**src/rtl/conv_tile_scheduler_pkg.sv**
```systemverilog
// Shared constants, FSM encoding and ceil-divide helper for conv_tile_scheduler.
package conv_tile_scheduler_pkg;

  localparam int DEF_TENSOR_W = 8;
  localparam int DEF_KERNEL_W = 4;
  localparam int DEF_STRIDE_W = 3;
  localparam int DEF_KNUM_W   = 8;
  localparam int DEF_ADDR_W   = 16;
  localparam int DEF_S2P      = 8;
  localparam int DEF_TNUM_W   = 2 * DEF_TENSOR_W + 1;

  typedef enum logic [2:0] {
    ST_IDLE  = 3'd0,
    ST_CHECK = 3'd1,
    ST_DIV   = 3'd2,
    ST_CALC  = 3'd3,
    ST_ISSUE = 3'd4,
    ST_WAIT  = 3'd5,
    ST_DONE  = 3'd6
  } sched_state_e;

  // ceil(x / 2**sh): shift, then round up if any discarded bit was set
  function automatic logic [DEF_TNUM_W-1:0] ceil_div_s2p(input logic [DEF_TNUM_W-1:0] x,
                                                         input int unsigned sh);
    logic [DEF_TNUM_W-1:0] mask;
    mask = (DEF_TNUM_W'(1) << sh) - DEF_TNUM_W'(1);
    return (x >> sh) + {{(DEF_TNUM_W-1){1'b0}}, |(x & mask)};
  endfunction

endpackage

```
**src/rtl/conv_tile_scheduler_if.sv**
```systemverilog
// Host config and GEMM tile handshake bundle; slave = scheduler, master = host/GEMM side.
interface conv_tile_scheduler_if
  import conv_tile_scheduler_pkg::*;
#(
  parameter int TENSOR_W = DEF_TENSOR_W,
  parameter int KERNEL_W = DEF_KERNEL_W,
  parameter int STRIDE_W = DEF_STRIDE_W,
  parameter int KNUM_W   = DEF_KNUM_W,
  parameter int ADDR_W   = DEF_ADDR_W
);
  localparam int TNUM_W = 2 * TENSOR_W + 1;

  logic                cfg_valid;
  logic                cfg_ready;
  logic [TENSOR_W-1:0] tensor_size;
  logic [KERNEL_W-1:0] kernel_size;
  logic [STRIDE_W-1:0] stride;
  logic [KNUM_W-1:0]   kernel_num;
  logic                cfg_err;
  logic [TNUM_W-1:0]   img2col_t_num;
  logic [ADDR_W-1:0]   switch_kernel_group_addnums;
  logic [ADDR_W-1:0]   switch_kernel_addnums;
  logic                tile_start;
  logic [TNUM_W-1:0]   tile_idx;
  logic [KNUM_W-1:0]   group_idx;
  logic                tile_done;
  logic                busy;
  logic                conv_done;

  modport slave (
    input  cfg_valid, tensor_size, kernel_size, stride, kernel_num, tile_done,
    output cfg_ready, cfg_err, img2col_t_num, switch_kernel_group_addnums,
           switch_kernel_addnums, tile_start, tile_idx, group_idx, busy, conv_done
  );

  modport master (
    output cfg_valid, tensor_size, kernel_size, stride, kernel_num, tile_done,
    input  cfg_ready, cfg_err, img2col_t_num, switch_kernel_group_addnums,
           switch_kernel_addnums, tile_start, tile_idx, group_idx, busy, conv_done
  );

endinterface

```
**src/rtl/conv_tile_scheduler_seq_divider.sv**
```systemverilog
// Restoring unsigned divider, one quotient bit per cycle; done pulses when the quotient is valid.
module seq_divider #(
  parameter int DIVIDEND_W = 8,
  parameter int DIVISOR_W  = 3
) (
  input  logic                  clk,
  input  logic                  rstn,
  input  logic                  start,
  input  logic [DIVIDEND_W-1:0] dividend,
  input  logic [DIVISOR_W-1:0]  divisor,
  output logic                  done,
  output logic [DIVIDEND_W-1:0] quotient
);
  localparam int CNT_W = $clog2(DIVIDEND_W + 1);

  logic [DIVIDEND_W-1:0] quo_d, quo_q;
  logic [DIVISOR_W-1:0]  rem_d, rem_q;
  logic [DIVISOR_W-1:0]  dvs_d, dvs_q;
  logic [CNT_W-1:0]      cnt_d, cnt_q;
  logic                  done_d, done_q;
  logic [DIVISOR_W:0]    rem_shift_s;
  logic [DIVISOR_W:0]    rem_sub_s;

  // The dividend register doubles as the quotient shift register
  always_comb begin
    quo_d       = quo_q;
    rem_d       = rem_q;
    dvs_d       = dvs_q;
    cnt_d       = cnt_q;
    done_d      = 1'b0;
    rem_shift_s = {rem_q, quo_q[DIVIDEND_W-1]};
    rem_sub_s   = rem_shift_s - {1'b0, dvs_q};
    if (start) begin
      quo_d = dividend;
      rem_d = {DIVISOR_W{1'b0}};
      dvs_d = divisor;
      cnt_d = CNT_W'(DIVIDEND_W);
    end else if (cnt_q != {CNT_W{1'b0}}) begin
      if (rem_shift_s >= {1'b0, dvs_q}) begin
        rem_d = rem_sub_s[DIVISOR_W-1:0];
        quo_d = {quo_q[DIVIDEND_W-2:0], 1'b1};
      end else begin
        rem_d = rem_shift_s[DIVISOR_W-1:0];
        quo_d = {quo_q[DIVIDEND_W-2:0], 1'b0};
      end
      cnt_d  = cnt_q - CNT_W'(1);
      done_d = (cnt_q == CNT_W'(1));
    end else begin
      cnt_d = {CNT_W{1'b0}};
    end
  end

  always_ff @(posedge clk or negedge rstn) begin
    if (!rstn) begin
      quo_q  <= {DIVIDEND_W{1'b0}};
      rem_q  <= {DIVISOR_W{1'b0}};
      dvs_q  <= {DIVISOR_W{1'b0}};
      cnt_q  <= {CNT_W{1'b0}};
      done_q <= 1'b0;
    end else begin
      quo_q  <= quo_d;
      rem_q  <= rem_d;
      dvs_q  <= dvs_d;
      cnt_q  <= cnt_d;
      done_q <= done_d;
    end
  end

  assign done     = done_q;
  assign quotient = quo_q;

endmodule

```
**src/rtl/conv_tile_scheduler.sv**
```systemverilog
// Convolution layer tile scheduler: derives output geometry, then issues one start per (group, tile).
// Optional macro CONV_SCHED_PERF_EN adds a saturating 32-bit busy-cycle counter on perf_cycles.
module conv_tile_scheduler
  import conv_tile_scheduler_pkg::*;
#(
  parameter int TENSOR_W = DEF_TENSOR_W,
  parameter int KERNEL_W = DEF_KERNEL_W,
  parameter int STRIDE_W = DEF_STRIDE_W,
  parameter int KNUM_W   = DEF_KNUM_W,
  parameter int ADDR_W   = DEF_ADDR_W,
  parameter int S2P      = DEF_S2P
) (
  input  logic                  clk,
  input  logic                  rstn,
  conv_tile_scheduler_if.slave  bus
`ifdef CONV_SCHED_PERF_EN
  ,
  output logic [31:0]           perf_cycles
`endif
);
  localparam int TNUM_W   = 2 * TENSOR_W + 1;
  localparam int S2P_LOG2 = $clog2(S2P);

  sched_state_e        state_d, state_q;
  logic                calc_ph_d, calc_ph_q;
  logic [TENSOR_W-1:0] tsz_d, tsz_q;
  logic [KERNEL_W-1:0] ksz_d, ksz_q;
  logic [STRIDE_W-1:0] str_d, str_q;
  logic [KNUM_W-1:0]   knum_d, knum_q;
  logic [TNUM_W-1:0]   ofs_d, ofs_q;
  logic [TNUM_W-1:0]   grp_d, grp_q;
  logic [TNUM_W-1:0]   t_num_d, t_num_q;
  logic [ADDR_W-1:0]   sgj_d, sgj_q;
  logic [ADDR_W-1:0]   skj_d, skj_q;
  logic [TNUM_W-1:0]   tile_idx_d, tile_idx_q;
  logic [KNUM_W-1:0]   group_idx_d, group_idx_q;
  logic                cfg_ready_d, cfg_ready_q;
  logic                cfg_err_d, cfg_err_q;
  logic                tile_start_d, tile_start_q;
  logic                conv_done_d, conv_done_q;
  logic                busy_d, busy_q;

  logic                accept_s;
  logic                illegal_s;
  logic                div_start_s;
  logic                div_done_s;
  logic [TENSOR_W-1:0] div_quo_s;
  logic [TENSOR_W-1:0] ksz_ext_s;
  logic [TNUM_W-1:0]   o_dim_s;
  logic [TNUM_W-1:0]   t_num_s;
  logic [ADDR_W-1:0]   ofs_a_s;
  logic [ADDR_W-1:0]   tnum_a_s;
  logic                tile_last_s;
  logic                grp_last_s;

  assign accept_s    = (state_q == ST_IDLE) && bus.cfg_valid;
  assign ksz_ext_s   = {{(TENSOR_W-KERNEL_W){1'b0}}, ksz_q};
  assign illegal_s   = (str_q == {STRIDE_W{1'b0}}) || (ksz_q == {KERNEL_W{1'b0}}) ||
                       (knum_q == {KNUM_W{1'b0}}) || (ksz_ext_s > tsz_q);
  assign o_dim_s     = TNUM_W'(div_quo_s) + TNUM_W'(1);
  assign t_num_s     = ceil_div_s2p(ofs_q, S2P_LOG2);
  assign ofs_a_s     = ADDR_W'(ofs_q);
  assign tnum_a_s    = ADDR_W'(t_num_s);
  assign tile_last_s = (tile_idx_q == t_num_q - TNUM_W'(1));
  assign grp_last_s  = ({{(TNUM_W-KNUM_W){1'b0}}, group_idx_q} == grp_q - TNUM_W'(1));

  seq_divider #(
    .DIVIDEND_W (TENSOR_W),
    .DIVISOR_W  (STRIDE_W)
  ) u_div (
    .clk      (clk),
    .rstn     (rstn),
    .start    (div_start_s),
    .dividend (tsz_q - ksz_ext_s),
    .divisor  (str_q),
    .done     (div_done_s),
    .quotient (div_quo_s)
  );

  // Next-state, datapath and registered-output decode
  always_comb begin
    state_d     = state_q;
    calc_ph_d   = calc_ph_q;
    tsz_d       = tsz_q;
    ksz_d       = ksz_q;
    str_d       = str_q;
    knum_d      = knum_q;
    ofs_d       = ofs_q;
    grp_d       = grp_q;
    t_num_d     = t_num_q;
    sgj_d       = sgj_q;
    skj_d       = skj_q;
    tile_idx_d  = tile_idx_q;
    group_idx_d = group_idx_q;
    cfg_err_d   = 1'b0;
    div_start_s = 1'b0;
    case (state_q)
      ST_IDLE: begin
        if (accept_s) begin
          tsz_d       = bus.tensor_size;
          ksz_d       = bus.kernel_size;
          str_d       = bus.stride;
          knum_d      = bus.kernel_num;
          tile_idx_d  = {TNUM_W{1'b0}};
          group_idx_d = {KNUM_W{1'b0}};
          state_d     = ST_CHECK;
        end else begin
          state_d = ST_IDLE;
        end
      end
      ST_CHECK: begin
        if (illegal_s) begin
          cfg_err_d = 1'b1;
          state_d   = ST_IDLE;
        end else begin
          div_start_s = 1'b1;
          state_d     = ST_DIV;
        end
      end
      ST_DIV: begin
        if (div_done_s) begin
          calc_ph_d = 1'b0;
          state_d   = ST_CALC;
        end else begin
          state_d = ST_DIV;
        end
      end
      ST_CALC: begin
        // Phase 0 registers the square; phase 1 derives everything from it
        if (!calc_ph_q) begin
          ofs_d     = o_dim_s * o_dim_s;
          grp_d     = ceil_div_s2p({{(TNUM_W-KNUM_W){1'b0}}, knum_q}, S2P_LOG2);
          calc_ph_d = 1'b1;
        end else begin
          t_num_d   = t_num_s;
          sgj_d     = (ofs_a_s << S2P_LOG2) - ((tnum_a_s - ADDR_W'(1)) << S2P_LOG2);
          skj_d     = ofs_a_s - ADDR_W'(S2P) + ADDR_W'(1);
          calc_ph_d = 1'b0;
          state_d   = ST_ISSUE;
        end
      end
      ST_ISSUE: begin
        state_d = ST_WAIT;
      end
      ST_WAIT: begin
        if (bus.tile_done) begin
          if (tile_last_s) begin
            tile_idx_d  = {TNUM_W{1'b0}};
            group_idx_d = group_idx_q + KNUM_W'(1);
          end else begin
            tile_idx_d  = tile_idx_q + TNUM_W'(1);
          end
          state_d = (tile_last_s && grp_last_s) ? ST_DONE : ST_ISSUE;
        end else begin
          state_d = ST_WAIT;
        end
      end
      ST_DONE: begin
        state_d = ST_IDLE;
      end
      default: begin
        state_d = ST_IDLE;
      end
    endcase
    cfg_ready_d  = (state_d == ST_IDLE);
    tile_start_d = (state_d == ST_ISSUE);
    conv_done_d  = (state_d == ST_DONE);
    busy_d       = (state_d != ST_IDLE);
  end

  // State and output registers; reset aborts any run in progress
  always_ff @(posedge clk or negedge rstn) begin
    if (!rstn) begin
      state_q      <= ST_IDLE;
      calc_ph_q    <= 1'b0;
      tsz_q        <= {TENSOR_W{1'b0}};
      ksz_q        <= {KERNEL_W{1'b0}};
      str_q        <= {STRIDE_W{1'b0}};
      knum_q       <= {KNUM_W{1'b0}};
      ofs_q        <= {TNUM_W{1'b0}};
      grp_q        <= {TNUM_W{1'b0}};
      t_num_q      <= {TNUM_W{1'b0}};
      sgj_q        <= {ADDR_W{1'b0}};
      skj_q        <= {ADDR_W{1'b0}};
      tile_idx_q   <= {TNUM_W{1'b0}};
      group_idx_q  <= {KNUM_W{1'b0}};
      cfg_ready_q  <= 1'b1;
      cfg_err_q    <= 1'b0;
      tile_start_q <= 1'b0;
      conv_done_q  <= 1'b0;
      busy_q       <= 1'b0;
    end else begin
      state_q      <= state_d;
      calc_ph_q    <= calc_ph_d;
      tsz_q        <= tsz_d;
      ksz_q        <= ksz_d;
      str_q        <= str_d;
      knum_q       <= knum_d;
      ofs_q        <= ofs_d;
      grp_q        <= grp_d;
      t_num_q      <= t_num_d;
      sgj_q        <= sgj_d;
      skj_q        <= skj_d;
      tile_idx_q   <= tile_idx_d;
      group_idx_q  <= group_idx_d;
      cfg_ready_q  <= cfg_ready_d;
      cfg_err_q    <= cfg_err_d;
      tile_start_q <= tile_start_d;
      conv_done_q  <= conv_done_d;
      busy_q       <= busy_d;
    end
  end

  assign bus.cfg_ready                   = cfg_ready_q;
  assign bus.cfg_err                     = cfg_err_q;
  assign bus.img2col_t_num               = t_num_q;
  assign bus.switch_kernel_group_addnums = sgj_q;
  assign bus.switch_kernel_addnums       = skj_q;
  assign bus.tile_start                  = tile_start_q;
  assign bus.tile_idx                    = tile_idx_q;
  assign bus.group_idx                   = group_idx_q;
  assign bus.busy                        = busy_q;
  assign bus.conv_done                   = conv_done_q;

`ifdef CONV_SCHED_PERF_EN
  logic [31:0] perf_d, perf_q;

  // Busy-cycle counter: cleared on accept, saturating, held while idle
  always_comb begin
    if (accept_s) begin
      perf_d = 32'd0;
    end else if (busy_q && (perf_q != 32'hFFFF_FFFF)) begin
      perf_d = perf_q + 32'd1;
    end else begin
      perf_d = perf_q;
    end
  end

  always_ff @(posedge clk or negedge rstn) begin
    if (!rstn) begin
      perf_q <= 32'd0;
    end else begin
      perf_q <= perf_d;
    end
  end

  assign perf_cycles = perf_q;
`endif

endmodule

```
**src/flat_wrapper.sv**
```systemverilog
// flat-port wrapper written by rule: the top's interface ports become plain ports
module conv_tile_scheduler_flat import conv_tile_scheduler_pkg::*;
#(
  parameter int TENSOR_W = DEF_TENSOR_W,
  parameter int KERNEL_W = DEF_KERNEL_W,
  parameter int STRIDE_W = DEF_STRIDE_W,
  parameter int KNUM_W   = DEF_KNUM_W,
  parameter int ADDR_W   = DEF_ADDR_W,
  parameter int S2P      = DEF_S2P
)
  (clk, rstn, bus_cfg_valid, bus_tensor_size, bus_kernel_size, bus_stride, bus_kernel_num, bus_tile_done, bus_cfg_ready, bus_cfg_err, bus_img2col_t_num, bus_switch_kernel_group_addnums, bus_switch_kernel_addnums, bus_tile_start, bus_tile_idx, bus_group_idx, bus_busy, bus_conv_done);
  conv_tile_scheduler_if #(.TENSOR_W(TENSOR_W), .KERNEL_W(KERNEL_W), .STRIDE_W(STRIDE_W), .KNUM_W(KNUM_W), .ADDR_W(ADDR_W)) bus_i ();
  input  logic clk;
  input  logic rstn;
  input wire logic [$bits(bus_i.cfg_valid)-1:0] bus_cfg_valid;
  input wire logic [$bits(bus_i.tensor_size)-1:0] bus_tensor_size;
  input wire logic [$bits(bus_i.kernel_size)-1:0] bus_kernel_size;
  input wire logic [$bits(bus_i.stride)-1:0] bus_stride;
  input wire logic [$bits(bus_i.kernel_num)-1:0] bus_kernel_num;
  input wire logic [$bits(bus_i.tile_done)-1:0] bus_tile_done;
  output wire logic [$bits(bus_i.cfg_ready)-1:0] bus_cfg_ready;
  output wire logic [$bits(bus_i.cfg_err)-1:0] bus_cfg_err;
  output wire logic [$bits(bus_i.img2col_t_num)-1:0] bus_img2col_t_num;
  output wire logic [$bits(bus_i.switch_kernel_group_addnums)-1:0] bus_switch_kernel_group_addnums;
  output wire logic [$bits(bus_i.switch_kernel_addnums)-1:0] bus_switch_kernel_addnums;
  output wire logic [$bits(bus_i.tile_start)-1:0] bus_tile_start;
  output wire logic [$bits(bus_i.tile_idx)-1:0] bus_tile_idx;
  output wire logic [$bits(bus_i.group_idx)-1:0] bus_group_idx;
  output wire logic [$bits(bus_i.busy)-1:0] bus_busy;
  output wire logic [$bits(bus_i.conv_done)-1:0] bus_conv_done;
  assign bus_i.cfg_valid = bus_cfg_valid;
  assign bus_i.tensor_size = bus_tensor_size;
  assign bus_i.kernel_size = bus_kernel_size;
  assign bus_i.stride = bus_stride;
  assign bus_i.kernel_num = bus_kernel_num;
  assign bus_i.tile_done = bus_tile_done;
  assign bus_cfg_ready = bus_i.cfg_ready;
  assign bus_cfg_err = bus_i.cfg_err;
  assign bus_img2col_t_num = bus_i.img2col_t_num;
  assign bus_switch_kernel_group_addnums = bus_i.switch_kernel_group_addnums;
  assign bus_switch_kernel_addnums = bus_i.switch_kernel_addnums;
  assign bus_tile_start = bus_i.tile_start;
  assign bus_tile_idx = bus_i.tile_idx;
  assign bus_group_idx = bus_i.group_idx;
  assign bus_busy = bus_i.busy;
  assign bus_conv_done = bus_i.conv_done;
  conv_tile_scheduler #(.TENSOR_W(TENSOR_W), .KERNEL_W(KERNEL_W), .STRIDE_W(STRIDE_W), .KNUM_W(KNUM_W), .ADDR_W(ADDR_W), .S2P(S2P)) u_core (.clk(clk), .rstn(rstn), .bus(bus_i));
endmodule
```
**config.mk**
```make
export PLATFORM = sky130hd
export DESIGN_NAME = conv_tile_scheduler_flat
export DESIGN_NICKNAME = d
export VERILOG_FILES = /design/src/rtl/conv_tile_scheduler_pkg.sv /design/src/rtl/conv_tile_scheduler_if.sv /design/src/rtl/conv_tile_scheduler_seq_divider.sv /design/src/rtl/conv_tile_scheduler.sv /design/src/flat_wrapper.sv
export SDC_FILE = /design/constraint.sdc
export NUM_CORES = 1
export LEC_CHECK = 0
export BUFFER_PORTS_ARGS = -buffer_cell sky130_fd_sc_hd__buf_2
export CORE_MARGIN = 3
export CORE_UTILIZATION = 50
export DETAILED_ROUTE_END_ITERATION = 16
export GPL_TIMING_DRIVEN = 0
export MAX_ROUTING_LAYER = met4
export PLACE_DENSITY = 0.65
export SYNTH_ARGS = -nofsm -noshare
export SYNTH_HDL_FRONTEND = slang
export SYNTH_HIERARCHICAL = 1
export SYNTH_SLANG_ARGS = --single-unit
```
**constraint.sdc**
```tcl
create_clock -name clk -period 17.15 [get_ports clk]
set_input_delay 1.715 -clock clk [delete_from_list [all_inputs] [get_ports clk]]
set_output_delay 1.715 -clock clk [all_outputs]
set_load 0.005 [all_outputs]
```
# [Word-level counts from Yosys, hierarchy flattened]
# Index checks and enable logic that the tools add are counted.
[word_totals] wordCells=110 regBits=157 out_inout_bits=79 in_bits=27
[op_classes] muxes=32 n_reduce_logical=23 bitwise=1 eq_ne=14 add_sub_neg=14 n_mul=1 n_lt_le_gt_ge=2
[op_table] op="$mux 17" count=3
[op_table] op="$mux 8" count=5
[op_table] op="$pmux 17 s2" count=1
[op_table] op="$pmux 3 s6" count=1
[op_table] op="$add 17x1->17 const B" count=1
[op_table] op="$eq 17x17->1" count=1
[op_table] op="$eq 8x17->1" count=1
[op_table] op="$mul 17x17->17" count=1
[op_table] op="$sub 17x1->17 const B" count=1
[op_table] op="$add 16x1->16 const B" count=1
[op_table] op="$pmux 8 s2" count=1
[op_table] op="$sub 15x1->16 const B" count=1
[op_table] op="$sub 16x16->16" count=1
[op_table] op="$sub 16x4->16 const B" count=1
[op_table] op="$add 14x1->15" count=1
[op_table] op="$mux 3" count=5
[op_table] op="$sub 13x1->13 const B" count=1
[op_table] op="$eq 3x3->1 const B" count=4
[op_table] op="$mux 1" count=11
[op_table] op="$add 8x1->9 const B" count=1
[op_table] op="$logic_not 3->1" count=3
[op_table] op="$add 8x1->8 const B" count=1
[op_table] op="$gt 4x8->1" count=1
[op_table] op="$logic_not 8->1" count=1
[op_table] op="other kinds (24)" count=38

# [Logic depth before layout (Yosys ltp)]
[logic_depth] word_depth=7 ltp_mapped=23 ltp_nobuf=23

# [Cells and area by module]
# The synthesis kept the hierarchy.
[by_module_without_submodules] mod="conv_tile_scheduler" cells_per_inst=1132 area_each_um2=9582.9 instances=1 seq_area_each_um2=3079.2
[by_module_without_submodules] mod="seq_divider" cells_per_inst=93 area_each_um2=973.4 instances=1 seq_area_each_um2=475.5

# [Least setup slack after synthesis]
# Ideal clock, no wire load.
[synth_timing] path_kind="register to register" startpoint="register u_core.u_div.quo_q[1], in the netlist u_core/u_div/quotient[1]" endpoint="register u_core.ofs_q[16]" required_ps=17017 stages_incl_launch_ff=22 setup_time_ps=133 n_path_buf=0 setup_slack_ps=11583 arrival_ps=5434 synth_period_minus_slack_ps=5567 path_cell_list="dfrtp_1 ha_1 nand3_1 xnor2_1 inv_1 nor2_1 inv_1 fa_1 inv_1 fa_1 inv_1 fa_1 fa_1 inv_1 ha_1 o21a_1 o31a_1 o41ai_1 o21ai_0 o41a_1 xnor2_1 o21ai_0"
[synth_between] elab_chain_cells=2
[synth_lines] item="start, declared" line_no="conv_tile_scheduler_seq_divider.sv:16" text="logic [DIVIDEND_W-1:0] quo_d, quo_q;"
[synth_lines] item="start signal, assigned" line_no="conv_tile_scheduler_seq_divider.sv:55" text="quo_q <= {DIVIDEND_W{1'b0}};"
[synth_lines] item="start signal, assigned" line_no="conv_tile_scheduler_seq_divider.sv:61" text="quo_q <= quo_d;"
[synth_lines] item="$add 8x1->9" line_no="conv_tile_scheduler.sv:60" text="assign o_dim_s = TNUM_W'(div_quo_s) + TNUM_W'(1);"
[synth_lines] item="$mul 17x17->17" line_no="conv_tile_scheduler.sv:131" text="ofs_d = o_dim_s * o_dim_s;"
[synth_lines] item="end signal, assigned" line_no="conv_tile_scheduler.sv:180" text="ofs_q <= {TNUM_W{1'b0}};"
[synth_lines] item="end signal, assigned" line_no="conv_tile_scheduler.sv:199" text="ofs_q <= ofs_d;"
[synth_lines] item="end, declared" line_no="conv_tile_scheduler.sv:30" text="logic [TNUM_W-1:0] ofs_d, ofs_q;"
# Every way passes these cells.
# A chain may end at the register's enable or synchronous reset.

# [Final worst setup path]
# Same ends and word-level chain as after synthesis.

==> results.json <==
{
  "final.fill_count": 1899,
  "die_w_um": 151,
  "synth_seq_cells": 142,
  "utilization_pct": 59.0,
  "status": "complete, no violations",
  "seq_area_um2": 3550,
  "drv_slew": 0,
  "drive_above_1_share_pct": 13.0,
  "grt.overflow.total": 0,
  "post_cts_buffers": 0,
  "synthCells": 1225,
  "cts_resized": 0,
  "path_buf_inv": 5,
  "initial_core_util_pct": 51.5,
  "multi_input_area_um2": 6370,
  "hpwl_mm": 19.7,
  "cts-htree-levels": 4,
  "final_nets": 1481,
  "post-route-period-util_pct": 38.7,
  "clock_path_buffers": 2,
  "critPathMaxFanout": 8,
  "syn_to_final_growth_pct": 14.5,
  "synth_commonest_cells": "201 x nand2_1, 141 x dfrtp_1, 103 x inv_1",
  "drtIter0Drc": 569,
  "cts_hold_buf": 0,
  "finClkSkew_ps": 11.0,
  "cts-root-buf": "clkbuf_16",
  "grt_pass1_wl_mm": 43.3,
  "coreArea_um2": 20500,
  "critical_path_class": "flip-flop to flip-flop",
  "cts_tree": "built",
  "num_vias": 8848,
  "whs_ps": 464,
  "cts_buffers": 17,
  "die_h_um": 151,
  "gp_congestion": 0.906,
  "cpMaxStageDelayCell": "fa_1",
  "clk_transition_reported_paths_ps": 60,
  "clk_latency_ps": 420,
  "drc_errors": 0,
  "synth.distinct_cells": 73,
  "placed_area_um2": 11500,
  "yosysWarnings": 6,
  "n_antenna_cell": 0,
  "crit_path_cell_trace": "ha_1, nand3_1, xnor2_1, inv_1, nor2_1, inv_1, fa_1, inv_1, fa_1, inv_1, fa_1, fa_1, inv_1, ha_1, o21a_1, o31a_1, o41ai_1, o21ai_0, o41a_1, xnor2_1, o21ai_0",
  "yosysTopAreaCellShare_pct": 33.4,
  "dieArea_um2": 22900,
  "max_freq_mhz": 151,
  "ant_nets": 0,
  "tns_ps": 0,
  "synth-edff-count": 0,
  "wire_per_inst_um": 15.6,
  "routed_wl_mm": 25.6,
  "max_slew_margin_pct": 48.6,
  "netlist_top_cells_area": "dfrtp_1 33%, ha_1 7.7%, nand2_1 7.1%",
  "max_stage_delay_ps": 600,
  "min_path_type": "flip-flop to flip-flop",
  "finalSetupViolCount": 0,
  "syn_area_um2": 10600,
  "io_buffers": 100,
  "crit_path_frequent_cell": "inv_1",
  "critical_path_required_ps": 17440,
  "grt_setup_unrepaired": "no",
  "first_pass_iters": 5,
  "cp-start-kind": "flip-flop",
  "yosysTopAreaCell": "dfrtp_1",
  "routed_via_density": 5.41,
  "max_cap_viol_count": 0,
  "rows": 52,
  "synth_most_common_cell": "nand2_1",
  "avgSynthCellArea_um2": 8.62,
  "fin_area_um2": 12100,
  "io_pins": 106,
  "critPathArrivalTime_ps": 6930,
  "async_reset_ff_share_pct": 100,
  "tightest_slew_ps": 765,
  "yosys_most_used_dff": "dfrtp_1",
  "crit_path_end_kind": "flip-flop",
  "grt_use_total_pct": 24.2,
  "grt_pass1_vias": 8615,
  "antenna_found_initial": 0,
  "grt_start_max_net_pins": 90,
  "final_hold_viol_count": 0,
  "ys_seq_area_share_pct": 33.7,
  "fin_crit_ps": 6640,
  "critPathTopFamily": "adder cells",
  "cts_num_sinks": 142
}
metal layers:
metal,global-route usage [%],part of all wire (%),vias to the layer above
met1,33.1,47,4232
li1,-,-,4418
met2,38.1,48,182
met4,5.98,1.0,0
met5,-,0,-
met3,3.53,3.7,16
path summary, 6_finish.rpt:
path	slack, ps	endpoint	cells after the start	start
max	10510	u_core/ofs_q[16]	21	u_core/u_div/quotient[1]
min reg2reg	460	u_core/knum_q[2]	2	u_core/knum_q[2]
min	460	u_core/knum_q[2]	2	u_core/knum_q[2]
max in group asynchronous	15090	u_core/knum_q[0]	2	rstn
max reg2reg	10510	u_core/ofs_q[16]	21	u_core/u_div/quotient[1]
min in group asynchronous	1230	u_core/bus.switch_kernel_group_addnums[3]	1	rstn
per-stage QoR:
stage	std cells	setup WS (ps)
5_1_grt	1636	10010
2_1_floorplan	1233	11580
4_1_cts	1636	10580
3_3_place_gp	1603	10710
3_5_place_dp	1604	10630
6_report	1636	10510
layout make-up:
class                           count  share of cell area [%]
Multi-Input combinational cell    930                    52.7
Inverter                          103                    3.20
Tap cell                          270                    2.79
Clock buffer                       20                    3.69
Buffer                             58                    2.24
Timing Repair Buffer              101                    4.42
Clock inverter                     12                    1.52
Sequential cell                   142                    29.4
cells in the final DEF (no fill, tap or decap), types with 7 or more instances in the layout:
cell	count
clkbuf_1	44
nor2b_1	12
buf_2	101
mux2i_1	18
nand2b_1	10
o31ai_1	9
nand2_1	201
nand3_1	41
clkbuf_16	17
inv_1	103
nand3b_1	9
xor2_1	34
or3_1	11
a21oi_1	19
a31oi_1	8
dfrtp_1	141
ha_1	65
xnor2_1	61
and3_1	17
nor4_1	21
fa_1	36
nand4_1	7
mux2_2	10
nor3_1	35
nor2_1	83
or2_2	11
conb_1	10
o211ai_1	7
o31a_1	8
o21ai_0	98
cell families (layout without fill, tap and decap cells):
logic type	after synthesis	after routing	synth area share [%]
and+or+nand+nor	493	493	22.8
muxes	28	28	2.77
xor gates and xnor gates	95	95	7.88
buffers and inverters	161	294	6.22
adders and majority gates	101	101	14.5
other	2	10	0.0711
DFF	142	142	33.7
AOI/OAI and AO/OA	203	203	12.1
sequential cells by signal, indices dropped and copies added, names as in the netlist, 3 cells and up:
register	count
u_core/str_q	3
u_core/bus.switch_kernel_group_addnums	13
u_core/u_div/cnt_q	4
u_core/u_div/quotient	8
u_core/grp_q	6
u_core/u_div/dvs_q	3
u_core/ofs_q	16
u_core/bus.group_idx	8
u_core/state_q	3
u_core/bus.switch_kernel_addnums	16
u_core/bus.tile_idx	17
u_core/ksz_q	4
u_core/tsz_q	8
u_core/bus.img2col_t_num	15
u_core/knum_q	8
u_core/u_div/rem_q	3
worst register-to-register path, delay by kind of cell, from the launching register on:
kind	cells	cell delay, ps
compound gates	6	1470
buf+inv	5	600
simple gates	2	370
flops	1	500
fa+ha+maj	6	2780
xor+xnor	2	780
Power is not shown: default switching activity piles up to over one toggle a cycle in this logic, so the estimate is an artifact.
